==> src/rtl/cam_cmd_ctrl_if.sv <==
// Host command/response handshakes and CAM pin bundle for cam_cmd_ctrl.
//   slave  : the controller side (accepts commands, drives CAM pins)
//   master : the host + CAM side (issues commands, returns CAM match results)
// Signals:
//   cmd_valid/cmd_ready/cmd_op/cmd_key/cmd_data : command handshake
//   rsp_valid/rsp_ready/rsp_hit/rsp_min/rsp_max/rsp_count : response handshake
//   cam_init/cam_lookup/cam_setD/cam_newD : controller -> CAM
//   cam_valid/cam_minAddr/cam_maxAddr     : CAM -> controller
interface cam_cmd_ctrl_if;
    logic       cmd_valid;
    logic       cmd_ready;
    logic [1:0] cmd_op;
    logic [3:0] cmd_key;
    logic [3:0] cmd_data;

    logic       rsp_valid;
    logic       rsp_ready;
    logic       rsp_hit;
    logic [2:0] rsp_min;
    logic [2:0] rsp_max;
    logic [3:0] rsp_count;

    logic       cam_init;
    logic [3:0] cam_lookup;
    logic       cam_setD;
    logic [3:0] cam_newD;
    logic       cam_valid;
    logic [2:0] cam_minAddr;
    logic [2:0] cam_maxAddr;

    modport slave (
        input  cmd_valid, cmd_op, cmd_key, cmd_data,
        output cmd_ready,
        output rsp_valid, rsp_hit, rsp_min, rsp_max, rsp_count,
        input  rsp_ready,
        output cam_init, cam_lookup, cam_setD, cam_newD,
        input  cam_valid, cam_minAddr, cam_maxAddr
    );

    modport master (
        output cmd_valid, cmd_op, cmd_key, cmd_data,
        input  cmd_ready,
        input  rsp_valid, rsp_hit, rsp_min, rsp_max, rsp_count,
        output rsp_ready,
        input  cam_init, cam_lookup, cam_setD, cam_newD,
        output cam_valid, cam_minAddr, cam_maxAddr
    );
endinterface

==> src/rtl/cam_cmd_ctrl.sv <==
// Command sequencer driving an 8-entry x 4-bit CAM.
// Accepts SEARCH / REPLACE / REPLACE_ALL / INIT commands, drives the CAM
// lookup/write/init pins, and returns a registered response holding the
// first-lookup result plus the number of CAM entries written.
// Ports:
//   clk   : clock, all state changes on posedge
//   reset : synchronous, active-high; clears state and all outputs
//   bus   : cam_cmd_ctrl_if.slave (command, response and CAM pins)
module cam_cmd_ctrl #(
    parameter int unsigned MAX_ITER = 4
) (
    input logic           clk,
    input logic           reset,
    cam_cmd_ctrl_if.slave bus
);

    localparam int unsigned OP_W   = 2;
    localparam int unsigned KEY_W  = 4;
    localparam int unsigned ADDR_W = 3;
    localparam int unsigned CNT_W  = 4;
    localparam int unsigned ITER_W = (MAX_ITER < 2) ? 1 : $clog2(MAX_ITER + 1);

    localparam logic [2:0] S_IDLE  = 3'd0;
    localparam logic [2:0] S_INIT  = 3'd1;
    localparam logic [2:0] S_LOOK  = 3'd2;
    localparam logic [2:0] S_WRITE = 3'd3;
    localparam logic [2:0] S_RESP  = 3'd4;

    localparam logic [OP_W-1:0] OP_SEARCH  = 2'b00;
    localparam logic [OP_W-1:0] OP_REPLACE = 2'b01;
    localparam logic [OP_W-1:0] OP_REPALL  = 2'b10;
    localparam logic [OP_W-1:0] OP_INIT    = 2'b11;

    // Control state
    logic [2:0]        state_q,      state_d;
    logic [OP_W-1:0]   op_q,         op_d;
    logic [KEY_W-1:0]  key_q,        key_d;
    logic [KEY_W-1:0]  data_q,       data_d;
    logic [ITER_W-1:0] iter_q,       iter_d;
    logic              first_q,      first_d;
    logic              samp_valid_q, samp_valid_d;
    logic [ADDR_W-1:0] samp_min_q,   samp_min_d;
    logic [ADDR_W-1:0] samp_max_q,   samp_max_d;

    // Registered outputs
    logic              cmd_ready_q,  cmd_ready_d;
    logic              rsp_valid_q,  rsp_valid_d;
    logic              rsp_hit_q,    rsp_hit_d;
    logic [ADDR_W-1:0] rsp_min_q,    rsp_min_d;
    logic [ADDR_W-1:0] rsp_max_q,    rsp_max_d;
    logic [CNT_W-1:0]  rsp_count_q,  rsp_count_d;
    logic              cam_init_q,   cam_init_d;
    logic [KEY_W-1:0]  cam_lookup_q, cam_lookup_d;
    logic              cam_wr_q,     cam_wr_d;
    logic [KEY_W-1:0]  cam_newd_q,   cam_newd_d;

    // Next-state and output logic; outputs are decoded from the next state
    // so that the registered pins line up with the state they belong to.
    always_comb begin
        state_d      = state_q;
        op_d         = op_q;
        key_d        = key_q;
        data_d       = data_q;
        iter_d       = iter_q;
        first_d      = first_q;
        samp_valid_d = samp_valid_q;
        samp_min_d   = samp_min_q;
        samp_max_d   = samp_max_q;
        rsp_hit_d    = rsp_hit_q;
        rsp_min_d    = rsp_min_q;
        rsp_max_d    = rsp_max_q;
        rsp_count_d  = rsp_count_q;

        case (state_q)
            S_IDLE: begin
                if (bus.cmd_valid && cmd_ready_q) begin
                    op_d        = bus.cmd_op;
                    key_d       = bus.cmd_key;
                    data_d      = bus.cmd_data;
                    iter_d      = '0;
                    first_d     = 1'b1;
                    rsp_hit_d   = 1'b0;
                    rsp_min_d   = '0;
                    rsp_max_d   = '0;
                    rsp_count_d = '0;
                    state_d     = (bus.cmd_op == OP_INIT) ? S_INIT : S_LOOK;
                end
            end

            S_INIT: begin
                state_d = S_RESP;
            end

            S_LOOK: begin
                samp_valid_d = bus.cam_valid;
                samp_min_d   = bus.cam_minAddr;
                samp_max_d   = bus.cam_maxAddr;
                // Only the first lookup of a command is reported to the host.
                if (first_q) begin
                    rsp_hit_d = bus.cam_valid;
                    rsp_min_d = bus.cam_minAddr;
                    rsp_max_d = bus.cam_maxAddr;
                    first_d   = 1'b0;
                end
                case (op_q)
                    OP_REPLACE: state_d = bus.cam_valid ? S_WRITE : S_RESP;
                    // data==key would keep matching forever, so it never writes.
                    OP_REPALL:  state_d = (bus.cam_valid && (iter_q < ITER_W'(MAX_ITER))
                                           && (data_q != key_q)) ? S_WRITE : S_RESP;
                    default:    state_d = S_RESP;
                endcase
            end

            S_WRITE: begin
                // The CAM rewrites both the min and max matching entries.
                rsp_count_d = rsp_count_q + ((samp_min_q == samp_max_q) ? CNT_W'(1) : CNT_W'(2));
                iter_d      = iter_q + ITER_W'(1);
                state_d     = (op_q == OP_REPALL) ? S_LOOK : S_RESP;
            end

            S_RESP: begin
                if (rsp_valid_q && bus.rsp_ready) begin
                    state_d = S_IDLE;
                end
            end

            default: begin
                state_d = S_IDLE;
            end
        endcase

        cmd_ready_d  = (state_d == S_IDLE);
        rsp_valid_d  = (state_d == S_RESP);
        cam_init_d   = (state_d == S_INIT);
        cam_wr_d     = (state_d == S_WRITE);
        cam_lookup_d = ((state_d == S_LOOK) || (state_d == S_WRITE)) ? key_d : '0;
        cam_newd_d   = (state_d == S_WRITE) ? data_d : '0;
    end

    // State and output registers
    always_ff @(posedge clk) begin
        if (reset) begin
            state_q      <= S_IDLE;
            op_q         <= '0;
            key_q        <= '0;
            data_q       <= '0;
            iter_q       <= '0;
            first_q      <= 1'b0;
            samp_valid_q <= 1'b0;
            samp_min_q   <= '0;
            samp_max_q   <= '0;
            cmd_ready_q  <= 1'b0;
            rsp_valid_q  <= 1'b0;
            rsp_hit_q    <= 1'b0;
            rsp_min_q    <= '0;
            rsp_max_q    <= '0;
            rsp_count_q  <= '0;
            cam_init_q   <= 1'b0;
            cam_lookup_q <= '0;
            cam_wr_q     <= 1'b0;
            cam_newd_q   <= '0;
        end else begin
            state_q      <= state_d;
            op_q         <= op_d;
            key_q        <= key_d;
            data_q       <= data_d;
            iter_q       <= iter_d;
            first_q      <= first_d;
            samp_valid_q <= samp_valid_d;
            samp_min_q   <= samp_min_d;
            samp_max_q   <= samp_max_d;
            cmd_ready_q  <= cmd_ready_d;
            rsp_valid_q  <= rsp_valid_d;
            rsp_hit_q    <= rsp_hit_d;
            rsp_min_q    <= rsp_min_d;
            rsp_max_q    <= rsp_max_d;
            rsp_count_q  <= rsp_count_d;
            cam_init_q   <= cam_init_d;
            cam_lookup_q <= cam_lookup_d;
            cam_wr_q     <= cam_wr_d;
            cam_newd_q   <= cam_newd_d;
        end
    end

    assign bus.cmd_ready  = cmd_ready_q;
    assign bus.rsp_valid  = rsp_valid_q;
    assign bus.rsp_hit    = rsp_hit_q;
    assign bus.rsp_min    = rsp_min_q;
    assign bus.rsp_max    = rsp_max_q;
    assign bus.rsp_count  = rsp_count_q;
    assign bus.cam_init   = cam_init_q;
    assign bus.cam_lookup = cam_lookup_q;
    assign bus.cam_setD   = cam_wr_q;
    assign bus.cam_newD   = cam_newd_q;

endmodule

==> src/flat_wrapper.sv <==
// flat-port wrapper written by rule: the top's interface ports become plain ports
module cam_cmd_ctrl_flat 
#(
    parameter int unsigned MAX_ITER = 4
)
  (clk, reset, bus_cmd_valid, bus_cmd_op, bus_cmd_key, bus_cmd_data, bus_cmd_ready, bus_rsp_valid, bus_rsp_hit, bus_rsp_min, bus_rsp_max, bus_rsp_count, bus_rsp_ready, bus_cam_init, bus_cam_lookup, bus_cam_setD, bus_cam_newD, bus_cam_valid, bus_cam_minAddr, bus_cam_maxAddr);
  cam_cmd_ctrl_if bus_i ();
  input logic clk;
  input logic reset;
  input wire logic [$bits(bus_i.cmd_valid)-1:0] bus_cmd_valid;
  input wire logic [$bits(bus_i.cmd_op)-1:0] bus_cmd_op;
  input wire logic [$bits(bus_i.cmd_key)-1:0] bus_cmd_key;
  input wire logic [$bits(bus_i.cmd_data)-1:0] bus_cmd_data;
  output wire logic [$bits(bus_i.cmd_ready)-1:0] bus_cmd_ready;
  output wire logic [$bits(bus_i.rsp_valid)-1:0] bus_rsp_valid;
  output wire logic [$bits(bus_i.rsp_hit)-1:0] bus_rsp_hit;
  output wire logic [$bits(bus_i.rsp_min)-1:0] bus_rsp_min;
  output wire logic [$bits(bus_i.rsp_max)-1:0] bus_rsp_max;
  output wire logic [$bits(bus_i.rsp_count)-1:0] bus_rsp_count;
  input wire logic [$bits(bus_i.rsp_ready)-1:0] bus_rsp_ready;
  output wire logic [$bits(bus_i.cam_init)-1:0] bus_cam_init;
  output wire logic [$bits(bus_i.cam_lookup)-1:0] bus_cam_lookup;
  output wire logic [$bits(bus_i.cam_setD)-1:0] bus_cam_setD;
  output wire logic [$bits(bus_i.cam_newD)-1:0] bus_cam_newD;
  input wire logic [$bits(bus_i.cam_valid)-1:0] bus_cam_valid;
  input wire logic [$bits(bus_i.cam_minAddr)-1:0] bus_cam_minAddr;
  input wire logic [$bits(bus_i.cam_maxAddr)-1:0] bus_cam_maxAddr;
  assign bus_i.cmd_valid = bus_cmd_valid;
  assign bus_i.cmd_op = bus_cmd_op;
  assign bus_i.cmd_key = bus_cmd_key;
  assign bus_i.cmd_data = bus_cmd_data;
  assign bus_cmd_ready = bus_i.cmd_ready;
  assign bus_rsp_valid = bus_i.rsp_valid;
  assign bus_rsp_hit = bus_i.rsp_hit;
  assign bus_rsp_min = bus_i.rsp_min;
  assign bus_rsp_max = bus_i.rsp_max;
  assign bus_rsp_count = bus_i.rsp_count;
  assign bus_i.rsp_ready = bus_rsp_ready;
  assign bus_cam_init = bus_i.cam_init;
  assign bus_cam_lookup = bus_i.cam_lookup;
  assign bus_cam_setD = bus_i.cam_setD;
  assign bus_cam_newD = bus_i.cam_newD;
  assign bus_i.cam_valid = bus_cam_valid;
  assign bus_i.cam_minAddr = bus_cam_minAddr;
  assign bus_i.cam_maxAddr = bus_cam_maxAddr;
  cam_cmd_ctrl #(.MAX_ITER(MAX_ITER)) u_core (.clk(clk), .reset(reset), .bus(bus_i));
endmodule
==> config.mk <==
export PLATFORM = sky130hd
export DESIGN_NAME = cam_cmd_ctrl_flat
export DESIGN_NICKNAME = d
export VERILOG_FILES = /design/src/rtl/cam_cmd_ctrl_if.sv /design/src/rtl/cam_cmd_ctrl.sv /design/src/flat_wrapper.sv
export SDC_FILE = /design/constraint.sdc
export NUM_CORES = 1
export LEC_CHECK = 0
export BUFFER_PORTS_ARGS = -buffer_cell sky130_fd_sc_hd__buf_2
export CAP_MARGIN = 20
export CELL_PAD_IN_SITES_DETAIL_PLACEMENT = 1
export CELL_PAD_IN_SITES_GLOBAL_PLACEMENT = 2
export CORE_ASPECT_RATIO = 0.7
export CORE_UTILIZATION = 32
export DETAILED_ROUTE_END_ITERATION = 8
export GPL_TIMING_DRIVEN = 0
export PLACE_DENSITY_LB_ADDON = 0.1
export RECOVER_POWER = 25
export SLEW_MARGIN = 15
export SYNTH_ARGS = -nofsm -noshare
export SYNTH_HDL_FRONTEND = slang
export SYNTH_SLANG_ARGS = --single-unit
==> constraint.sdc <==
create_clock -name clk -period 2.5 [get_ports clk]
set_input_delay 0.375 -clock clk [delete_from_list [all_inputs] [get_ports clk]]
set_output_delay 0.375 -clock clk [all_outputs]
set_load 0.01 [all_outputs]
==> results.json, run 1 <==
{
  "cts_made_buffers": 5,
  "worst_r2r_path_depth": 6,
  "via_per_inst": 4.73,
  "antenna_found_initial": 0,
  "synth-seq-area-share": 0.460,
  "fmax_mhz": 445,
  "cp-end-kind": "register",
  "ant_nets": 0,
  "grt_pass1_vias": 1592,
  "path_class": "reg -> reg",
  "synthesis.nets": 236,
  "clockBufferDepth": 2,
  "place.gp.congestion": 0.735,
  "h-tree-depth": 2,
  "syn_to_final_growth_pct": 19.4,
  "fp.dieArea_um2": 6590,
  "power_density_nw_per_um2": 615,
  "avgRoutedWirePerCell_um": 14.7,
  "crit_arrival_ps": 2410,
  "start_util": 0.341,
  "ctsHoldBuffers": 0,
  "required_ps": 2660,
  "grt_pass1_wl_um": 8200,
  "hold_viol_final": 0,
  "ir_drop_mv": 0.190,
  "fin_skew_ps": 7.12,
  "die_height_um": 68.2,
  "rrSetupSlack_ps": 250,
  "worst_pin_slew_ps": 682,
  "ys_ff_latch": 46,
  "drt_first_pass_iters": 4,
  "port_buffers": 42,
  "maxCapViolCount": 0,
  "setup_slack_ps": 253,
  "synth_cells": 209,
  "asyncSetResetFlopFracSynth": 0,
  "slew-limit-headroom": 0.545,
  "synth_edf_count": 0,
  "setup_viol": 0,
  "fp-row-count": 23,
  "r2r_end": "u_core.bus.cam_lookup[0]",
  "multi_input_area_um2": 991,
  "antenna_cells": 0,
  "synth_area_per_cell_um2": 9.58,
  "dp_hpwl_um": 3750,
  "fill_cells": 714,
  "slew_violations": 0,
  "nets": 285,
  "ios": 44,
  "overflow": 0,
  "drc": 0,
  "critPathMaxFanout": 7,
  "core_um2": 5870,
  "period_share": 0.899,
  "start_kind": "register",
  "drt_iter0_markers": 34,
  "cts_tree": "built",
  "clock-root-buffer": "clkbuf_8",
  "pre_cts_ws_ps": 276,
  "status": "completed",
  "path_clk_slew_ps": 90,
  "cp-startpoint": "u_core.op_q[0]",
  "grt_max_degree": 15,
  "hp-class": "in -> reg",
  "post-cts-setup-buffers": 0,
  "synth_cell_types": 43,
  "setup_tns_ps": 0,
  "grt_use_total": 0.169,
  "cellLeakagePower_nw": 0.833,
  "endpoint": "u_core.bus.cam_lookup[0]",
  "drive_gt1_frac": 0.236,
  "yosysWarnings": 0,
  "clk_latency_ps": 290,
  "period_minus_slack_ps": 2250,
  "post_cts_resized": 0,
  "seqCellArea_um2": 921,
  "via_count": 1580,
  "cts.sinks": 46,
  "synthFlopType": "dfxtp_1",
  "netlist_area_um2": 2000,
  "wirelength_um": 4910,
  "r2r_start": "u_core.op_q[0]",
  "dieWidth_um": 96.6,
  "rsz0062_at_grt": "no"
}
-- sequential cells by signal (all words and copies together) (netlist names), 2 cells and up --
signal / count
u_core.bus.cam_lookup: 4
u_core.bus.cam_newD: 4
u_core.bus.rsp_count: 4
u_core.data_q: 4
u_core.key_q: 4
u_core.bus.rsp_max: 3
u_core.bus.rsp_min: 3
u_core.iter_q: 3
u_core.samp_max_q: 3
u_core.samp_min_q: 3
u_core.state_q: 3
u_core.op_q: 2
-- Yosys cell counts, drive strengths merged, types with 2 or more instances --
master,count,area (um2)
clkbuf,6,22.5
nor2,10,37.5
nor3,3,15.0
or2,6,37.5
mux2i,4,40.0
buf,6,46.3
nor2b,4,25.0
ha,5,62.6
inv,6,22.5
nor4b,2,30.0
a21oi,30,165
nand2,39,149
or3b,2,17.5
and2,2,13.8
and3b,2,17.5
nand3b,2,15.0
a2111oi,8,140
nand3,4,20.0
dfxtp,46,921
a22oi,2,15.0
xnor2,8,70.1
-- worst min path at each step --
stage                       start                   end  slack (ps)  depth (start not counted)
2_1_floorplan      u_core.first_q        u_core.first_q         440                          2
3_3_place_gp       u_core.first_q        u_core.first_q         440                          2
3_5_place_dp   u_core.bus.rsp_hit    u_core.bus.rsp_hit         450                          2
4_1_cts             bus_cmd_op[0]        u_core.op_q[0]         320                          3
5_1_grt             bus_cmd_op[1]        u_core.op_q[1]         320                          3
6_report       bus_cam_maxAddr[1]  u_core.samp_max_q[1]         330                          3
-- critical path, stage by stage, from the launching register on --
cell	delay, ps
dfxtp_1	360
inv_1	50
ha_1	320
or3b_1	390
a41oi_2	310
a21oi_4	160
a2111oi_1	500
-- layout make-up --
class | instances | area share
plain buffers | 12 | 0.0288
clock buffers | 7 | 0.0403
clock inverters | 1 | 0.00366
inverters | 6 | 0.00942
multi-input cells | 145 | 0.414
flip-flops and latches | 46 | 0.385
well taps | 75 | 0.0392
repair buffers | 42 | 0.0790
-- stage by stage --
stage / power (mW) / instances / instance area, um2 / utilization / hold slack [ps]
after global routing: 1.55 / 334 / 2390 / 0.407 / 324
after floorplan: 0.916 / 209 / 2000 / - / 436
after CTS: 1.49 / 334 / 2410 / 0.411 / 323
after global placement: 0.979 / 326 / 2310 / 0.393 / 443
final: 1.47 / 334 / 2390 / 0.407 / 335
after detailed placement: 0.980 / 326 / 2310 / 0.393 / 446
-- power by group --
group	internal, mW	switching [mW]	total, mW
Clock	0.254	0.257	0.511
Combinational	0.0716	0.116	0.188
Sequential	0.755	0.0172	0.772
Total	1.08	0.390	1.47
-- metal layers --
metal,GRT usage,routed length (um),part of all wire,vias to the layer above
met1,0.263,2880,0.59,727
met4,0.0276,23,0.0047,0
li1,-,-,-,815
met5,0,0,0,-
met2,0.228,1820,0.37,34
met3,0.0478,183,0.037,4
-- cells in the final DEF, fill, tap and decap left out, types with 2 or more instances in the layout --
cell type / count
dfxtp_1: 46
nand2_1: 38
a21oi_1: 28
buf_2: 26
clkbuf_1: 23
nor2_1: 10
xnor2_1: 8
clkbuf_8: 7
inv_1: 6
or2_2: 6
a2111oi_2: 5
ha_1: 5
nand3_1: 4
mux2i_1: 4
nor2b_1: 4
nor3_1: 3
nor4b_2: 2
and3b_1: 2
nand3b_1: 2
buf_4: 2
buf_6: 2
a22oi_1: 2
a2111oi_4: 2
-- logic make-up (layout without fill, tap and decap cells) --
group	count (synthesis)	after routing	synth area share
buffers and inverters	18	68	0.0456
AND/OR/NAND/NOR	79	79	0.202
AO/OA/AOI/OAI	47	47	0.192
flip-flops	46	46	0.460
adder cells (fa/ha/maj)	6	6	0.0412
multiplexers	4	4	0.0200
XOR/XNOR	9	9	0.0394
No activity file was read; power rests on OpenSTA's default activity.
==> run 2, diff against run 1 <==
--- a/config.mk
+++ b/config.mk
@@ -10,7 +10,7 @@
 export CELL_PAD_IN_SITES_DETAIL_PLACEMENT = 1
 export CELL_PAD_IN_SITES_GLOBAL_PLACEMENT = 2
 export CORE_ASPECT_RATIO = 0.7
-export CORE_UTILIZATION = 32
+export CORE_UTILIZATION = 35
 export DETAILED_ROUTE_END_ITERATION = 8
 export GPL_TIMING_DRIVEN = 0
 export PLACE_DENSITY_LB_ADDON = 0.1
==> constraint.sdc (replaced) <==
create_clock -name clk -period 2.8 [get_ports clk]
set_input_delay 0.42 -clock clk [delete_from_list [all_inputs] [get_ports clk]]
set_output_delay 0.42 -clock clk [all_outputs]
set_load 0.01 [all_outputs]
==> results.json, run 2 (same netlist as run 1, synthesis figures left out) <==
{
  "drive_gt1_frac": 0.232,
  "slew_violations": 0,
  "fp-row-count": 22,
  "use_met2": 0.262,
  "path_clk_slew_ps": 90,
  "power_density_nw_per_um2": 541,
  "drt_first_pass_iters": 4,
  "grt_pass1_wl_um": 8090,
  "cts.sinks": 46,
  "port_buffers": 42,
  "fp.dieArea_um2": 6030,
  "required_ps": 2970,
  "place_area_um2": 2300,
  "clockBufferDepth": 2,
  "status": "completed",
  "cp_cell_sequence": "inv_1 > ha_1 > or3b_1 > a41oi_2 > a21oi_4 > a2111oi_1",
  "post_cts_resized": 0,
  "path_class": "reg -> reg",
  "cp-end-kind": "register",
  "dp_hpwl_um": 3680,
  "via_count": 1609,
  "via_per_inst": 4.86,
  "antenna_cells": 0,
  "wirelength_um": 4990,
  "hold_viol_final": 0,
  "multi_input_area_um2": 991,
  "setup_viol": 0,
  "layout_commonest_cell": "dfxtp_1",
  "grt_pass1_vias": 1597,
  "ant_nets": 0,
  "cellLeakagePower_nw": 0.826,
  "fill_cells": 661,
  "place.gp.congestion": 0.696,
  "hp-class": "in -> reg",
  "critical_path.slowest_cell": "a2111oi_1",
  "rsz0062_at_grt": "no",
  "fin_skew_ps": 8.89,
  "avgRoutedWirePerCell_um": 15.1,
  "worst_pin_slew_ps": 733,
  "grtUsageMet3": 0.0428,
  "fin_area_um2": 2370,
  "dieWidth_um": 92.4,
  "start_kind": "register",
  "drc": 0,
  "clk_latency_ps": 300,
  "h-tree-depth": 2,
  "cp_top_family": "compound AO/OA/AOI/OAI gates",
  "grt-busiest-layer": "met2",
  "crit_arrival_ps": 2420,
  "grt_use_total": 0.180,
  "fmax_mhz": 445,
  "overflow": 0,
  "period_share": 0.802,
  "setup_tns_ps": 0,
  "cts_tree": "built",
  "clock-root-buffer": "clkbuf_8",
  "cts_made_buffers": 5,
  "core_um2": 5370,
  "grt_max_degree": 14,
  "die_height_um": 65.3,
  "mostFrequentLayoutCells": "46 x dfxtp_1, 38 x nand2_1, 28 x a21oi_1",
  "drt_iter0_markers": 48,
  "ctsHoldBuffers": 0,
  "ir_drop_mv": 0.211,
  "post-cts-setup-buffers": 0,
  "ios": 44,
  "critPathMaxStageDelay_ps": 470,
  "syn_to_final_growth_pct": 18.5,
  "critPathMaxFanout": 7,
  "nets": 285,
  "antenna_found_initial": 0,
  "cp_num_buf_inv": 1,
  "maxCapViolCount": 0,
  "grt_use_met1": 0.260,
  "start_util": 0.373,
  "period_minus_slack_ps": 2250,
  "slew-limit-headroom": 0.512,
  "seqCellArea_um2": 921
}
[run 2: cell counts in the layout (fill, tap and decap cells not counted)]
No cell type changed its count.
[run 2: path summary, 6_finish.rpt]
kind	from	endpoint	slack, ps	cells past startpoint
hold reg to reg	u_core.bus.rsp_hit	u_core.bus.rsp_hit	460	2
setup / recovery	u_core.op_q[0]	u_core.bus.cam_lookup[0]	550	6
setup reg to reg	u_core.op_q[0]	u_core.bus.cam_lookup[0]	550	6
hold / removal	bus_cam_minAddr[2]	u_core.samp_min_q[2]	370	3
[run 2: tightest hold or removal path, cell delays in order]
cell and delay, ps:
buf_2 90, nand2_1 60, a21oi_1 60
[run 2: through the flow]
stage	power (mW)	utilization	instances	hold slack (ps)	setup slack [ps]
3_5_place_dp	0.876	0.429	323	442	597
2_1_floorplan	0.817	-	209	436	810
5_1_grt	1.35	0.442	331	368	398
6_report	1.28	0.442	331	372	553
3_3_place_gp	0.875	0.429	323	440	642
4_1_cts	1.30	0.446	331	372	575
[run 2: where the power goes]
group | internal, mW | total, mW | switching, mW
clock network | 0.200 | 0.426 | 0.226
logic | 0.0641 | 0.169 | 0.104
registers | 0.674 | 0.690 | 0.0163
[run 2: cell type report]
type / count / area share
repair buffers: 42 / 0.0796
flip-flops and latches: 46 / 0.388
inverters: 6 / 0.00949
clock inverters: 1 / 0.00211
well taps: 72 / 0.0380
multi-input cells: 145 / 0.418
plain buffers: 12 / 0.0290
clock buffers: 7 / 0.0364
[run 2: metal layers]
| metal | wire (um) | share of wire | vias up |
|---|---|---|---|
| met5 | 0 | 0 | - |
| li1 | - | - | 816 |
| met2 | 2020 | 0.40 | 28 |
| met1 | 2750 | 0.55 | 758 |
| met4 | 55 | 0.011 | 0 |
| met3 | 166 | 0.033 | 7 |
==> run 3, diff against run 2 <==
--- a/config.mk
+++ b/config.mk
@@ -10,7 +10,7 @@
 export CELL_PAD_IN_SITES_DETAIL_PLACEMENT = 1
 export CELL_PAD_IN_SITES_GLOBAL_PLACEMENT = 2
 export CORE_ASPECT_RATIO = 0.7
-export CORE_UTILIZATION = 35
+export CORE_UTILIZATION = 29
 export DETAILED_ROUTE_END_ITERATION = 8
 export GPL_TIMING_DRIVEN = 0
 export PLACE_DENSITY_LB_ADDON = 0.1
==> constraint.sdc (replaced) <==
create_clock -name clk -period 2 [get_ports clk]
set_input_delay 0.3 -clock clk [delete_from_list [all_inputs] [get_ports clk]]
set_output_delay 0.3 -clock clk [all_outputs]
set_load 0.01 [all_outputs]
==> results.json, run 3 (same netlist as run 1, synthesis figures left out) <==
{
  "rrSetupSlack_ps": 30,
  "avgRoutedWirePerCell_um": 15.2,
  "power_density_nw_per_um2": 720,
  "critPathMaxFanout": 5,
  "final_core_util": 0.405,
  "path_clk_slew_ps": 90,
  "fill_cells": 762,
  "drt_first_pass_iters": 4,
  "fp-row-count": 24,
  "cts.sinks": 46,
  "fin_area_um2": 2620,
  "antenna_cells": 0,
  "r2r_end": "u_core.bus.cam_lookup[2]",
  "hp-class": "in -> reg",
  "dp_hpwl_um": 3860,
  "die_height_um": 71.5,
  "slew_violations": 0,
  "crit_arrival_ps": 2180,
  "status": "completed",
  "ant_nets": 0,
  "via_per_inst": 4.64,
  "grt_pass1_wl_um": 8850,
  "switching_power_mw": 0.526,
  "port_buffers": 42,
  "maxCapViolCount": 0,
  "switching_share": 0.279,
  "start_util": 0.310,
  "mostFrequentLayoutCells": "44 x dfxtp_1, 38 x nand2_1, 29 x buf_2",
  "clk_latency_ps": 300,
  "power_frac_comb": 0.166,
  "ios": 44,
  "via_count": 1658,
  "place_inst": 342,
  "grt_pass1_vias": 1649,
  "hold_start": "bus_cmd_op[1]",
  "start_kind": "register",
  "cts_tree": "built",
  "clock-root-buffer": "clkbuf_8",
  "setup_viol": 0,
  "hold_depth": 3,
  "fp.dieArea_um2": 7250,
  "worst_pin_slew_ps": 925,
  "whs_endpoint": "u_core.op_q[1]",
  "h-tree-depth": 2,
  "place.gp.congestion": 0.735,
  "pre_cts_ws_ps": -236,
  "hold_viol_final": 0,
  "syn_to_final_growth_pct": 30.6,
  "period_share": 0.985,
  "clkPwrFrac": 0.321,
  "path_class": "reg -> reg",
  "setup_tns_ps": 0,
  "fmax_mhz": 507,
  "cp-startpoint": "u_core.op_q[0]",
  "drc": 0,
  "wirelength_um": 5440,
  "period_minus_slack_ps": 1970,
  "slew-limit-headroom": 0.383,
  "p_seq_frac": 0.514,
  "drive_gt1_frac": 0.301,
  "antenna_found_initial": 0,
  "power.total_mw": 1.88,
  "core_um2": 6460,
  "r2r_start": "u_core.op_q[0]",
  "cellLeakagePower_nw": 0.911,
  "cp-end-kind": "register",
  "setup_slack_ps": 29.1,
  "p_int_mw": 1.36,
  "overflow": 0,
  "worst_r2r_path_depth": 7,
  "dieWidth_um": 101,
  "layout_commonest_cell": "dfxtp_1",
  "clockBufferDepth": 2,
  "grt_max_degree": 15,
  "grt_use_total": 0.161,
  "ir_drop_mv": 0.259,
  "drt_iter0_markers": 48,
  "hold_ws_ps": 248,
  "fin_skew_ps": 9.78,
  "rsz0062_at_grt": "yes",
  "cts_made_buffers": 5,
  "place_area_um2": 2330,
  "ctsHoldBuffers": 0,
  "final-instance-count-excl-fill": 357,
  "required_ps": 2210,
  "nets": 292
}
-- run 3: cell count changes in the layout (fill, tap and decap cells not counted), moves of 2 or more --
cell | previous run | this run
buf_2 | 26 | 29
dfxtp_1 | 46 | 44
a2111oi_4 | 2 | 5
dfxtp_2 | 0 | 2
a2111oi_2 | 5 | 3
buf_6 | 2 | 5
clkbuf_1 | 24 | 20
inv_2 | 0 | 2
inv_1 | 6 | 4
-- run 3: area by class of cell --
cell class / count / area, um2 / area share
clock inverters: 2 / 12.5 / 0.00478
flip-flops and latches: 46 / 923 / 0.353
multi-input cells: 145 / 1100 / 0.419
repair buffers: 49 / 293 / 0.112
well taps: 91 / 114 / 0.0435
clock buffers: 6 / 82.6 / 0.0316
plain buffers: 12 / 72.6 / 0.0277
inverters: 6 / 22.5 / 0.00861
-- run 3: worst max-delay path by stage --
stage / end / slack, ps
final: u_core.bus.cam_lookup[2] / 30
after global routing: u_core.bus.cam_newD[0] / -50
after CTS: u_core.bus.cmd_ready / 6
after detailed placement: u_core.bus.cam_lookup[2] / -240
after global placement: u_core.bus.cam_lookup[2] / -230
after floorplan: u_core.bus.cam_lookup[1] / 10
-- run 3: power by group through the flow --
stage / Combinational, mW / Sequential, mW / Clock, mW
after floorplan: 0.160 / 0.984 / 0
after global placement: 0.241 / 0.987 / 0
after detailed placement: 0.241 / 0.987 / 0
after CTS: 0.290 / 0.966 / 0.628
after global routing: 0.340 / 0.971 / 0.662
final: 0.312 / 0.967 / 0.604
-- run 3: what timing repair did --
action / 4_1_cts / 5_1_grt
gates cloned: 1 / 0
hold endpoints to repair: 0 / 0
buffers inserted: 3 / 3
endpoints found under the setup margin: 13 / 12
gates resized for setup: 10 / 12
pin swaps: 3 / 9
-- run 3: worst max-delay path, cell delays in order, from the launching register on --
cell and delay (ps):
dfxtp_2 350, inv_2 40, ha_4 220, or3b_4 410, a41oi_4 250, o21ai_4 140
buf_8 170, a2111oi_4 290
-- run 3: routing by layer --
metal  GRT usage  vias up  share of wire  routed length [um]
met5           0        -              0                   0
met4      0.0386        0         0.0050                  27
met3      0.0371        5          0.035                 190
met2       0.212       26           0.38                2090
met1       0.257      796           0.58                3140
li1            -      831              -                   -
